## config.mk

```make
export PLATFORM = sky130hd
export DESIGN_NAME = poly_small_mkgauss
export DESIGN_NICKNAME = d
export VERILOG_FILES = /design/src/rtl/falcon_pkg.sv /design/src/rtl/coef_check.sv /design/src/rtl/poly_small_mkgauss.sv
export SDC_FILE = /design/constraint.sdc
export NUM_CORES = 1
export LEC_CHECK = 0
export ABC_CLOCK_PERIOD_IN_PS = 2100
export CORE_MARGIN = 2
export CORE_UTILIZATION = 40
export DETAILED_ROUTE_END_ITERATION = 8
export PLACE_DENSITY = 0.74
export SLEW_MARGIN = 10
export SYNTH_ARGS = -nofsm -noshare
export SYNTH_HDL_FRONTEND = slang
export SYNTH_SLANG_ARGS = --single-unit
```

## constraint.sdc

```tcl
create_clock -name clk -period 2.1 [get_ports clk]
set_clock_uncertainty 0.05 [all_clocks]
set_input_delay 0.315 -clock clk [delete_from_list [all_inputs] [get_ports clk]]
set_output_delay 0.315 -clock clk [all_outputs]
set_load 0.01 [all_outputs]
```

## src/rtl/falcon_pkg.sv

```systemverilog
// Shared constants, FSM encoding and degree derivation for the small-polynomial
// Gaussian coefficient generator.
package falcon_pkg;

   localparam int unsigned LOGN_DEF  = 9;
   localparam int unsigned BOUND_DEF = 127;

   typedef enum logic [1:0] {
      StIdle = 2'd0,
      StRun  = 2'd1,
      StDone = 2'd2
   } state_e;

   function automatic int unsigned poly_n(input int unsigned logn);
      return 32'd1 << logn;
   endfunction

endpackage

```

## src/rtl/coef_check.sv

```systemverilog
// Combinational acceptance test for one Gaussian sample: magnitude bound plus the
// odd-total-parity rule applied to the final coefficient.
module coef_check
   import falcon_pkg::*;
#(
   parameter int unsigned BOUND = BOUND_DEF
) (
   input  logic [31:0] val_i,
   input  logic        last_i,
   input  logic        mod2_i,
   output logic        accept_o
);

   localparam logic signed [31:0] BoundHi = $signed(32'(BOUND));
   localparam logic signed [31:0] BoundLo = -BoundHi;

   logic in_range;
   logic parity_bad;

   always_comb begin
      // Full-width signed compare so large values with small low bytes are rejected.
      in_range   = ($signed(val_i) >= BoundLo) && ($signed(val_i) <= BoundHi);
      parity_bad = last_i && !(mod2_i ^ val_i[0]);
      accept_o   = in_range && !parity_bad;
   end

endmodule

```

## src/rtl/poly_small_mkgauss.sv

```systemverilog
// Collects N bounded Gaussian samples from an upstream sampler and writes them as
// 8-bit coefficients, forcing odd total parity and counting rejected samples.
module poly_small_mkgauss
   import falcon_pkg::*;
#(
   parameter int unsigned LOGN  = LOGN_DEF,
   parameter int unsigned BOUND = BOUND_DEF
) (
   input  logic        clk,
   input  logic        rst,
   input  logic        start,
   output logic        gauss_ena,
   input  logic        val_valid,
   input  logic [31:0] val,
   output logic        coef_we,
   output logic [9:0]  coef_addr,
   output logic [7:0]  coef_data,
   output logic        busy,
   output logic        done,
   output logic [15:0] rej_cnt
);

   localparam int unsigned N     = poly_n(LOGN);
   localparam logic [9:0]  ULast = 10'(N - 1);

   state_e      state_q, state_d;
   logic [9:0]  u_q, u_d;
   logic        mod2_q, mod2_d;
   logic [15:0] rej_q, rej_d;
   logic        we_q, we_d;
   logic [9:0]  addr_q, addr_d;
   logic [7:0]  data_q, data_d;
   logic        done_q, done_d;

   logic last;
   logic accept;

   assign last = (u_q == ULast);

   coef_check #(
      .BOUND (BOUND)
   ) u_coef_check (
      .val_i    (val),
      .last_i   (last),
      .mod2_i   (mod2_q),
      .accept_o (accept)
   );

   always_comb begin
      state_d = state_q;
      u_d     = u_q;
      mod2_d  = mod2_q;
      rej_d   = rej_q;
      we_d    = 1'b0;
      addr_d  = addr_q;
      data_d  = data_q;
      done_d  = 1'b0;
      case (state_q)
         StIdle: begin
            if (start) begin
               state_d = StRun;
               u_d     = '0;
               mod2_d  = 1'b0;
               rej_d   = '0;
            end
         end
         StRun: begin
            if (val_valid) begin
               if (accept) begin
                  we_d   = 1'b1;
                  addr_d = u_q;
                  data_d = val[7:0];
                  mod2_d = mod2_q ^ val[0];
                  if (last) begin
                     state_d = StDone;
                  end else begin
                     u_d = u_q + 10'd1;
                  end
               end else if (rej_q != 16'hFFFF) begin
                  rej_d = rej_q + 16'd1;
               end
            end
         end
         StDone: begin
            // done is registered so it lands the cycle after the final write
            done_d  = 1'b1;
            state_d = StIdle;
         end
         default: state_d = StIdle;
      endcase
   end

   always_ff @(posedge clk) begin
      if (rst) begin
         state_q <= StIdle;
         u_q     <= '0;
         mod2_q  <= 1'b0;
         rej_q   <= '0;
         we_q    <= 1'b0;
         addr_q  <= '0;
         data_q  <= '0;
         done_q  <= 1'b0;
      end else begin
         state_q <= state_d;
         u_q     <= u_d;
         mod2_q  <= mod2_d;
         rej_q   <= rej_d;
         we_q    <= we_d;
         addr_q  <= addr_d;
         data_q  <= data_d;
         done_q  <= done_d;
      end
   end

   assign gauss_ena = (state_q == StRun);
   assign busy      = (state_q != StIdle);
   assign done      = done_q;
   assign coef_we   = we_q;
   assign coef_addr = addr_q;
   assign coef_data = data_q;
   assign rej_cnt   = rej_q;

endmodule

```

; Word level (Yosys, flattened, before mapping)
; Cells that the tools add are included.
[word_totals]
output_inout_bits = 38
elab_cells = 61
inputBits = 36
ff_bits = 49
[op_classes]
n_addsub = 2
muxes = 21
bitwise_logic = 3
eq_ne = 11
order_cmp = 2
reduce_logical = 14
[op_table]
columns = cell, n
row1 = 16-bit two-way mux, 4
row2 = 10-bit two-way mux, 4
row3 = "32-bit by 8-bit >= comparator with 1-bit output, second input constant", 1
row4 = "32-bit by 8-bit <= comparator with 1-bit output, second input constant", 1
row5 = 16-bit one-hot mux with 2 select lines, 1
row6 = 10-bit one-hot mux with 2 select lines, 1
row7 = "16-bit by 1-bit adder with 16-bit output, second input constant", 1
row8 = "16-bit != test, second input constant", 1
row9 = "10-bit by 1-bit adder with 10-bit output, second input constant", 1
row10 = "10-bit by 9-bit == test with 1-bit output, second input constant", 1
row11 = 5-bit AND reduction, 2
row12 = 2-bit two-way mux, 4
row13 = "2-bit by 1-bit != test with 1-bit output, second input constant", 4
row14 = 4-bit AND reduction, 2
row15 = "2-bit != test, second input constant", 3
row16 = 1-bit two-way mux, 5
row17 = 2-bit one-hot mux with 2 select lines, 1
row18 = 2-bit nonzero test, 2
row19 = 1-bit logical AND, 3
row20 = 3-bit AND reduction, 1
row21 = 3-bit OR reduction, 1
row22 = "2-bit by 1-bit == test with 1-bit output, second input constant", 1
row23 = "2-bit == test, second input constant", 1
row24 = 1-bit logical NOT, 2
row25 = 4 further kinds, 5

; Longest topological paths before layout
[depth]
word_depth = 8
depth_mapped = 9
ltp_nobuf = 8

; Hierarchy
; A second synthesis with hierarchy kept.
[hier_totals]
hier_cells = 299
hier_area_um2 = 2406.1
[modules_own_cells]
columns = module, cells_per_inst, area_per_inst_um2, instances, seq_area_each_um2
row1 = poly_small_mkgauss, 274, 2257.2, 1, 980.9
row2 = coef_check, 25, 148.9, 1, 0.0

; Worst setup path before layout
; No wires, ideal clock.
[synth_path]
path_type = reg2reg
start = reg rej_q[2] (netlist: rej_cnt[2])
end = reg rej_q[0] (netlist: rej_cnt[0])
stages_incl_launch_ff = 10
n_path_buf = 2
period_less_slack_ns = 2.164
slack_ns = -0.064
arrival_time_ns = 1.987
t_required_ns = 1.922
setup_ns = 0.128
cell_sequence = dfxtp_1 -> and4_4 -> and3_1 -> clkbuf_1 -> a31oi_1 -> a21oi_2 -> and2_4 -> buf_6 -> mux2i_1 -> nor2_1
[synth_via]
elab_chain_cells = 3
[synth_rtl]
columns = element, line_no
row1 = "start, declared", poly_small_mkgauss.sv:29  ; logic [15:0] rej_q, rej_d;
row2 = "start signal, assigned", poly_small_mkgauss.sv:107  ; rej_q <= rej_d;
row3 = 16-bit != test, poly_small_mkgauss.sv:79  ; end else if (rej_q != 16'hFFFF) begin
row4 = 2-bit by 1-bit != test with 1-bit output (no source line), n/a
row5 = 5-bit AND reduction (no source line), n/a
; Every way passes these cells.
; A chain may end at the register's enable or synchronous reset.

; Worst setup path after layout
[layout_path]
start = reg state_q[0]
end = out gauss_ena
[layout_via]
elab_chain_cells = 1
[layout_rtl]
columns = element, line_no
row1 = "start, declared", poly_small_mkgauss.sv:26  ; state_e state_q, state_d;
row2 = "start signal, assigned", poly_small_mkgauss.sv:95  ; state_q <= StIdle;
row3 = "start signal, assigned", poly_small_mkgauss.sv:104  ; state_q <= state_d;
row4 = 2-bit by 1-bit == test with 1-bit output, poly_small_mkgauss.sv:115  ; assign gauss_ena = (state_q == StRun);
row5 = "end, declared", poly_small_mkgauss.sv:12  ; output logic gauss_ena,
; Every way passes these cells.

==> summary by stage <==
Route
After detailed routing, the number of vias per cell comes to 5.410. The detailed router finished its first iteration with 135 violations. The via total after detailed routing is between 2,000 and 2,500. For this run, design rule violations remaining after detail routing come to 0. The pre-antenna-repair detailed-routing pass consisted of 4 iterations.

The count of nets left with antenna violations once routing finished came out at 0. The final routed wire length divided by cell count is 15.18 um. The total wirelength of the detailed-routed design is roughly 6700 um.

Die
During I/O placement, the number of pins put on the boundary was 74. The die boundary height is 79.85 um. The die covers 6375 um^2. For this configuration, the core starts out at a cell density of 41.53%. In this run the horizontal extent of the chip is 79.85 um. The initialized floorplan defines 27 standard-cell rows. The core area is 5540 um^2.

Final layout
The number of antenna diodes is 0. Once layout is complete, the utilization of the core stands at between 60 and 70%. The proportion of layout cells with a drive suffix above 1 is 19.73%. From synthesis to final layout, the design area changed by 57.86%. The cell area after layout is about 3600 um^2. The filler cells instantiated in the layout total about 470. After the last flow step, the layout net total stands at 407.

Synthesis
Yosys mapped a number of flops with a built-in enable equal to 0. The number of warnings printed during yosys synthesis is 0. Sequential elements use between 40% and 50% of the synthesized area. The post-synthesis instance total is 263. The library cell with the highest instance count after synthesis is sky130_fd_sc_hd__dfxtp_1. The mean area per synthesized cell is 8.749 um^2. Of the post-synthesis cell area, the dominant cell type holds ~43%. The synthesis-stage register bit count is 49.

The post-synthesis async set-or-reset flop share is 0%. The cell area that synthesis handed to floorplanning was 2301 um^2. The number of nets produced by synthesis is 301. In the synthesized netlist, the cells that appear most often are 49 x sky130_fd_sc_hd__dfxtp_1, 42 x sky130_fd_sc_hd__nor2_1, 20 x sky130_fd_sc_hd__mux2i_1.

Ranked by total cell area, the synthesized netlist is headed by sky130_fd_sc_hd__dfxtp_1 43%, sky130_fd_sc_hd__mux2i_1 8.7%, sky130_fd_sc_hd__nor2_1 6.9%. sky130_fd_sc_hd__dfxtp_1 takes more of the synthesized area than any other cell. In the synthesized netlist the dominant register cell turns out to be sky130_fd_sc_hd__dfxtp_1. The distinct cell type count after synthesis is 42.

Critical path
The cell depth of the worst flop-to-flop path is 8. Of all nets on the critical path, the largest fanout is 5. The worst setup path is launched from a flip-flop. The reg2reg setup slack is 90 ps. For the worst setup path, the data arrival time is 1670 ps.

The family with the most delay on the worst path is buffers and inverters. The worst setup path is captured at an output pin. Walking the worst path, the cells encountered are nand2b_1, inv_1, buf_4, clkdlybuf4s50_1. On the worst path, the slowest cell contributes a delay of between 500 and 600 ps. The critical path is of the flip-flop to output pin type. The reg-to-reg endpoint is u_q[3]$_SDFFE_PP0P_. Among all stages on the critical path, the largest delay is contributed by sky130_fd_sc_hd__clkdlybuf4s50_1.

The launching point of the worst reg2reg path is u_q[0]$_SDFFE_PP0P_. The number of buffers and inverters on the critical path is 3. STA puts the critical path data required time at 1740 ps.

Power
For this design the ratio of total power to cell area is 511.5 nW/um^2. The overall power is 1.858 mW. Summed over all cells, the static leakage comes to 1.430 nW.

Across the VDD grid, the largest voltage drop is about 0.25 mV.

CTS
The number of H-tree levels is 2. No sink is reached through more buffers than the 2 on the longest clock path. Clock tree synthesis inserted a total of 5 buffers. The clock-pin transition on the worst setup and hold timing paths is 90 ps. The CTS sink count is 49.

After clock tree synthesis, the flow added hold-fix buffers numbering 0. The CTS tree is built. The CTS root buffer is sky130_fd_sc_hd__clkbuf_8.

The later pin in the worst-skew pair is clocked with a latency of 300 ps.

STA
The max-slew headroom at the worst pin is 71.00%. The peak clock frequency supported by timing is 0.4921 GHz. For the pin with the worst max-slew slack, the measured transition is 435.1 ps. The max-slew violation total from the final report is 0. Setup violations remaining at the end of the flow were counted as 0. Of the available clock period, the critical path in the final layout requires 96.76%. The final setup slack of the worst path is 68.02 ps. The final hold violation count is 0. The smallest clock period supported by the final layout is computed as around 2000 ps. In the final timing run, aggregate negative setup slack is 0 ps.

Flow run
The tool flagged a number of max-cap violations equal to 0.

Placed design
Summing all placed instances gives a cell area of approximately 3300 um^2. The detailed-placement wirelength estimate is 4504 um. The placement-stage worst setup slack is -439.1 ps. Port buffering added 73 buffers. The final estimated routing congestion in global placement is 0.9071.

Min path
The hold path depth is 3. For hold timing, the worst endpoint is coef_data[7]$_SDFFE_PP0P_. The beginning of the worst hold path is val[7].

The tightest min-delay check is of the input port to flip-flop type.

Global route
The first-pass GRT wire length is 9860 um. For this run the aggregate overflow at the end of global routing stands at 0. The global routing usage summed across all routing layers is 19.63%.

The number of global-route vias before repair is 2,135. Entering global routing, the biggest net connects 22 pins. The initial antenna violation count is 0.

Run status
The run finished with clean final reports.
==> power by group <==
part	internal, mW	switching (mW)
Clock	0.388	0.310
Sequential	0.932	0.00616
Combinational	0.114	0.107
==> tightest hold or removal path, cell delays in order <==
cell and delay, ps:
sky130_fd_sc_hd__dlymetal6s2s_1 130, sky130_fd_sc_hd__mux2i_1 90, sky130_fd_sc_hd__nor2_1 80
==> worst max path at each step <==
stage                                 start                         to  slack [ps]  depth (start not counted)
floorplan           rej_cnt[4]$_SDFFE_PP0P_    rej_cnt[0]$_SDFFE_PP0P_          -3                          9
global placement                    val[26]  coef_addr[1]$_SDFFE_PP0P_        -340                          9
detailed placement                  val[31]  coef_data[2]$_SDFFE_PP0P_        -440                          9
CTS                                 val[21]        u_q[7]$_SDFFE_PP0P_           3                         10
global route                        val[11]        mod2_q$_SDFFE_PP0P_         -40                          9
finish              state_q[0]$_SDFFE_PP0P_                  gauss_ena          70                          4
==> cells in the final DEF, fill, tap and decap left out, drive strengths merged, types with 3 or more instances in the layout <==
cell type      count
xor2               6
or2                3
a21oi             11
xnor2             10
inv                4
nand4             17
nor2              42
o21ai              8
nor4              11
nor3b              3
mux2i             20
and2               4
and3               5
or3                7
a211oi             5
clkbuf             7
nand3             13
clkdlybuf4s50     50
dlymetal6s2s      23
nand2             15
buf               35
dfxtp             49
nor3               5
==> flip-flops by register name, indices dropped and copies added (netlist names) <==
signal and flops:
done 1, rej_cnt 16, coef_data 8, coef_addr 10, mod2_q 1, state_q 2
u_q 10, coef_we 1
==> logic make-up after synthesis <==
kind of cell             Yosys count  synth area share [%]
XOR/XNOR                          16                 6.090
AO/OA/AOI/OAI                     33                 8.865
multiplexers                      20                 8.700
AND/OR/NAND/NOR                  129                 29.80
buffers and inverters             14                 2.828
flip-flops                        49                 42.63
adder cells (fa/ha/maj)            2                 1.087
==> metal layers <==
metal,GRT usage (%),up-vias,share of wire (%)
li1,-,1157,-
met1,23.79,1119,43
met5,0,-,0
met4,5.593,0,2.4
met3,5.430,17,6.9
met2,33.95,98,48
==> through the flow <==
step	hold slack [ps]	instances
6_report	290.6	442
5_1_grt	306.5	442
4_1_cts	449.9	440
3_5_place_dp	429.7	429
3_3_place_gp	422.7	429
2_1_floorplan	412.2	263
==> final cells by class <==
type                       instances  area (um^2)  share of cell area, %
multi-input combinational        201         1355                  37.31
timing repair buffer             108         1066                  29.35
sequential                        49        989.7                  27.25
tap                               72        90.09                  2.480
clock buffer                       7        86.33                  2.377
clock inverter                     1        30.03                 0.8267
inverter                           4        15.01                 0.4134
==> repair_timing <==
item,4_1_cts,5_1_grt
gates resized for setup,4,47
cloned,1,3
endpoints found under the setup margin,25,43
pin swaps,4,14
buffers inserted,2,1
Note: power is estimated with default switching activity, not from simulation.
==> RTL change 1, RTL diff (config.mk and constraints unchanged) <==
`u_q` no longer has a reset.
--- a/src/rtl/poly_small_mkgauss.sv
+++ b/src/rtl/poly_small_mkgauss.sv
@@ -95,3 +95,2 @@
          state_q <= StIdle;
-         u_q     <= '0;
          mod2_q  <= 1'b0;
@@ -104,3 +103,2 @@
          state_q <= state_d;
-         u_q     <= u_d;
          mod2_q  <= mod2_d;
@@ -112,2 +110,6 @@
       end
+   end
+
+   always_ff @(posedge clk) begin
+      u_q <= u_d;
    end
Check against the original RTL: same outputs for any inputs over 10 cycles, from zero or initial values and one cycle with rst high; that may be too few to reach the edited logic, so the function may still have changed.
==> RTL change 1 against the original RTL <==
Design area grew 22%; synthesized area up 7.4%; total power grew 17%; worst setup slack got worse by 460 ps; non-clock buffer count increased by 46; the run now ends with setup timing left; sequential cell count unchanged; routed wire length grew 37%; clock power rose by 19%.
==> RTL change 1: results (changes against the original RTL) <==
Logic synthesis
  – Synth top cells by count: 39 x dfxtp_1, 31 x nor2_1, 27 x nand2_1 (was 49 x dfxtp_1, 42 x nor2_1, 20 x mux2i_1)
  – Count of cell types in the netlist: 43 (was 42)
  – Part of the Yosys area used for sequential elements: 43.75% (was 42.63%)
  – Synth Net Count: 320 (was 301)
  – Synth area leaders: dfxtp_1 32%, edfxtp_1 12%, mux2i_1 8.1% (was dfxtp_1 43%, mux2i_1 8.7%, nor2_1 6.9%)
  – Synthesized area per cell: 8.763 um^2 (was 8.749 um^2)

Global routing
  – First-pass GRT wire length: 13230 um (was 9860 um)
  – Largest net degree at the start of global routing: 27 (was 22)
  – Met3 usage: 5.435% (was 5.430%)
  – GR Util met1: 31.20% (was 23.79%)
  – Overall fraction of global-route tracks in use: 25.47% (was 19.63%)
  – Met2 Use GR: 44.44% (was 33.95%)

Finish
  – Fillers: 410 (was 471)
  – NonClk Buf Share: 34.13% (was 29.35%)
  – Share of layout cells above drive strength 1: 30.25% (was 19.73%)
  – Register Area: 1081 um^2 (was 989.7 um^2)
  – Clk tree area frac: 3.106% (was 3.204%)
  – Non-clock buffer count: 154 (was 108)
  – Layout net count: 470 (was 407)
  – Area of the multi-input gates: 1584 um^2 (was 1355 um^2)
  – Non-clk invs: 6 (was 4)
  – Largest register FFs: 16 (unchanged)
  – Clkbuf count: 5 (was 7)

Clock tree
  – Setup bufs post-CTS: 35 (was 2)
  – Later-pin clock latency in the skew report: 320 ps (was 300 ps)

Detailed routing
  – Number of DRC markers after the initial detailed-route iteration: 390 (was 135)
  – Routed WL per cell: 18.05 um (was 15.18 um)
  – DR WL met3: 769 um (was 464 um)
  – WL met2: 4634 um (was 3224 um)
  – Detailed Routing Iterations Pass 1: 8 (was 4)
  – Vias per cell: 5.921 (was 5.410)

Outcome
  – Failing checks: setup timing
  – Status: finished with violations (was complete, no violations)

Placed design
  – DP HPWL: 5394 um (was 4504 um)

STA
  – Fin worst setup slack: -390.7 ps (was 68.02 ps)
  – Hold slack: 339.4 ps (was 290.6 ps)
  – Final setup fails: 47 (was 0)
  – Worst slew pin tran: 509.5 ps (was 435.1 ps)

Critical path
  – Crit path max-delay family: simple AND/OR/NAND/NOR gates (was buffers and inverters)
  – Critical Path AT: 2640 ps (was 1670 ps)
  – CP endpoint: rej_cnt[15] (was gauss_ena)
  – CP max stage cell: or4_4 (was clkdlybuf4s50_1)
  – CP Launch Point: u_q[1] (was state_q[0])

Pwr
  – Worst vdd ir: 356.3 uV (was 252.9 uV)
  – Clock power frac: 38.3% (was 37.6%)
  – Internal: 1.639 mW (was 1.435 mW)
  – Clk. pwr: 0.834 mW (was 0.699 mW)
  – Pleak: 1.638 nW (was 1.430 nW)
  – Combinational Power: 0.340 mW (was 0.221 mW)

Min path
  – Hold Crit Depth: 4 (was 3)
RTL change 1: cell types whose count changed after synthesis, moves of 4 or more:
cell,delta
o31ai_1,+4
a211oi_1,-5
xnor2_1,-9
edfxtp_1,+10
nand2_1,+12
nor2_1,-11
or4_1,+8
o2111ai_1,+4
nor3_1,+5
dfxtp_1,-10
a21oi_1,+6
RTL change 1: through the flow:
step / TNS [ps] / instance area [um^2] / cells / setup WS, ps
6_report: -12870 / 4432 / 508 / -390.7
2_1_floorplan: -3667 / 2560 / 282 / -180.6
3_5_place_dp: -23190 / 3759 / 475 / -543.7
3_3_place_gp: -21250 / 3759 / 475 / -509.4
5_1_grt: -16010 / 4432 / 508 / -448.2
4_1_cts: -9669 / 4203 / 500 / -305.8
RTL change 1: cells by family after synthesis:
group	share of synthesized area, %
xor+xnor	1.772
buf+inv	3.139
compound gates	10.73
flops	43.75
mux	8.101
simple gates	31.50
fa+ha+maj	1.012
==> RTL change 2, RTL diff (same flow settings) <==
Made on the original files. Re-encode `state_e` (3 states) as one-hot, 3 bits wide.
--- a/src/rtl/falcon_pkg.sv
+++ b/src/rtl/falcon_pkg.sv
@@ -7,6 +7,6 @@
 
-   typedef enum logic [1:0] {
-      StIdle = 2'd0,
-      StRun  = 2'd1,
-      StDone = 2'd2
+   typedef enum logic [2:0] {
+      StIdle = 3'b001,
+      StRun  = 3'b010,
+      StDone = 3'b100
    } state_e;
Behaviour: no difference found for any inputs over 10 cycles, from zero or initial values and one cycle with rst high; not proved beyond that.
==> RTL change 2 against the original RTL <==
The flow now finishes with violations (setup timing); non-clock buffer count up 43; design area grew 18%; sequential cell count rose by 1; synthesized area up 7.9%; total power down 1.5%; die area rose by 7.5%; worst setup slack got worse by 220 ps; count of clock-buffer cells in the layout decreased by 2; global-route usage increased by 4.6 points; routed wire length rose by 29%; core utilization grew 6.2 points; clock power decreased by 3.6%; critical path type is now reg2reg; highest routed layer unchanged.
==> RTL change 2: results (changes against the original RTL) <==
Logic synthesis
  – Count of cell types in the netlist: 48 (was 42)
  – Synth top cells by count: 50 x dfxtp_1, 28 x nor2_1, 20 x mux2i_1, 20 x nand2_1, 18 x a21oi_1 (was 49 x dfxtp_1, 42 x nor2_1, 20 x mux2i_1)
  – Synth Net Count: 326 (was 301)
  – Part of the Yosys area used for sequential elements: 40.30% (was 42.63%)
  – Synth area leaders: dfxtp_1 40%, mux2i_1 8.1%, nand4_1 4.3% (was dfxtp_1 43%, mux2i_1 8.7%, nor2_1 6.9%)

Pwr
  – Pwr Total: 1.831 mW (was 1.858 mW)
  – Worst vdd ir: 383.2 uV (was 252.9 uV)
  – Sequential Power: 0.951 mW (was 0.938 mW)
  – Pleak: 1.557 nW (was 1.430 nW)

Detailed routing
  – Vias per cell: 5.745 (was 5.410)
  – Routed WL per cell: 17.00 um (was 15.18 um)

Finish
  – Sequential share of cell area: 23.74% (was 27.25%)
  – Layout net count: 472 (was 407)
  – Area of the multi-input gates: 1619 um^2 (was 1355 um^2)
  – Share of layout cells above drive strength 1: 33.56% (was 19.73%)

Outcome
  – Failing checks: setup timing
  – Status: finished with violations (was complete, no violations)

Global routing
  – Via count of the first global-routing pass: 2750 (was 2135)
  – Largest net degree at the start of global routing: 25 (was 22)
  – GR Util met1: 29.58% (was 23.79%)

Min path
  – Hold crit path type: reg2reg (was in2reg)

Placed design
  – Pre-CTS setup slack: -667.6 ps (was -439.1 ps)

Critical path
  – Crit path max-delay family: simple AND/OR/NAND/NOR gates (was buffers and inverters)
  – Critical Path AT: 2460 ps (was 1670 ps)
  – Crit path largest cell delay: 470 ps (was 530 ps)

STA
  – Fin worst setup slack: -154.1 ps (was 68.02 ps)
  – Slew margin rel.: 73.52% (was 71.00%)
  – Final setup fails: 35 (was 0)
==> RTL change 2: cell types whose count changed after synthesis, sizes merged, moves of 6 or more <==
cell    change
nor2       -14
or4         +8
a21oi       +7
xnor2       -7
nand2       +6
nand2b      +6
==> RTL change 2: through the flow <==
step / hold WS (ps) / cell area, um^2 / cells / TNS [ps]
3_5_place_dp: 434.2 / 3725 / 482 / -25970
2_1_floorplan: 344.1 / 2506 / 288 / -946.3
3_3_place_gp: 423.1 / 3725 / 482 / -23400
6_report: 449.6 / 4274 / 510 / -2575
4_1_cts: 456.7 / 4096 / 502 / -1425
5_1_grt: 479.1 / 4274 / 510 / -4617
==> RTL change 2: final timing paths <==
path | from | to | slack (ps)
min | coef_addr[5] | coef_addr[5] | 450
max | u_q[0] | rej_cnt[4] | -150
min reg2reg | coef_addr[5] | coef_addr[5] | 450
max reg2reg | u_q[0] | rej_cnt[4] | -150
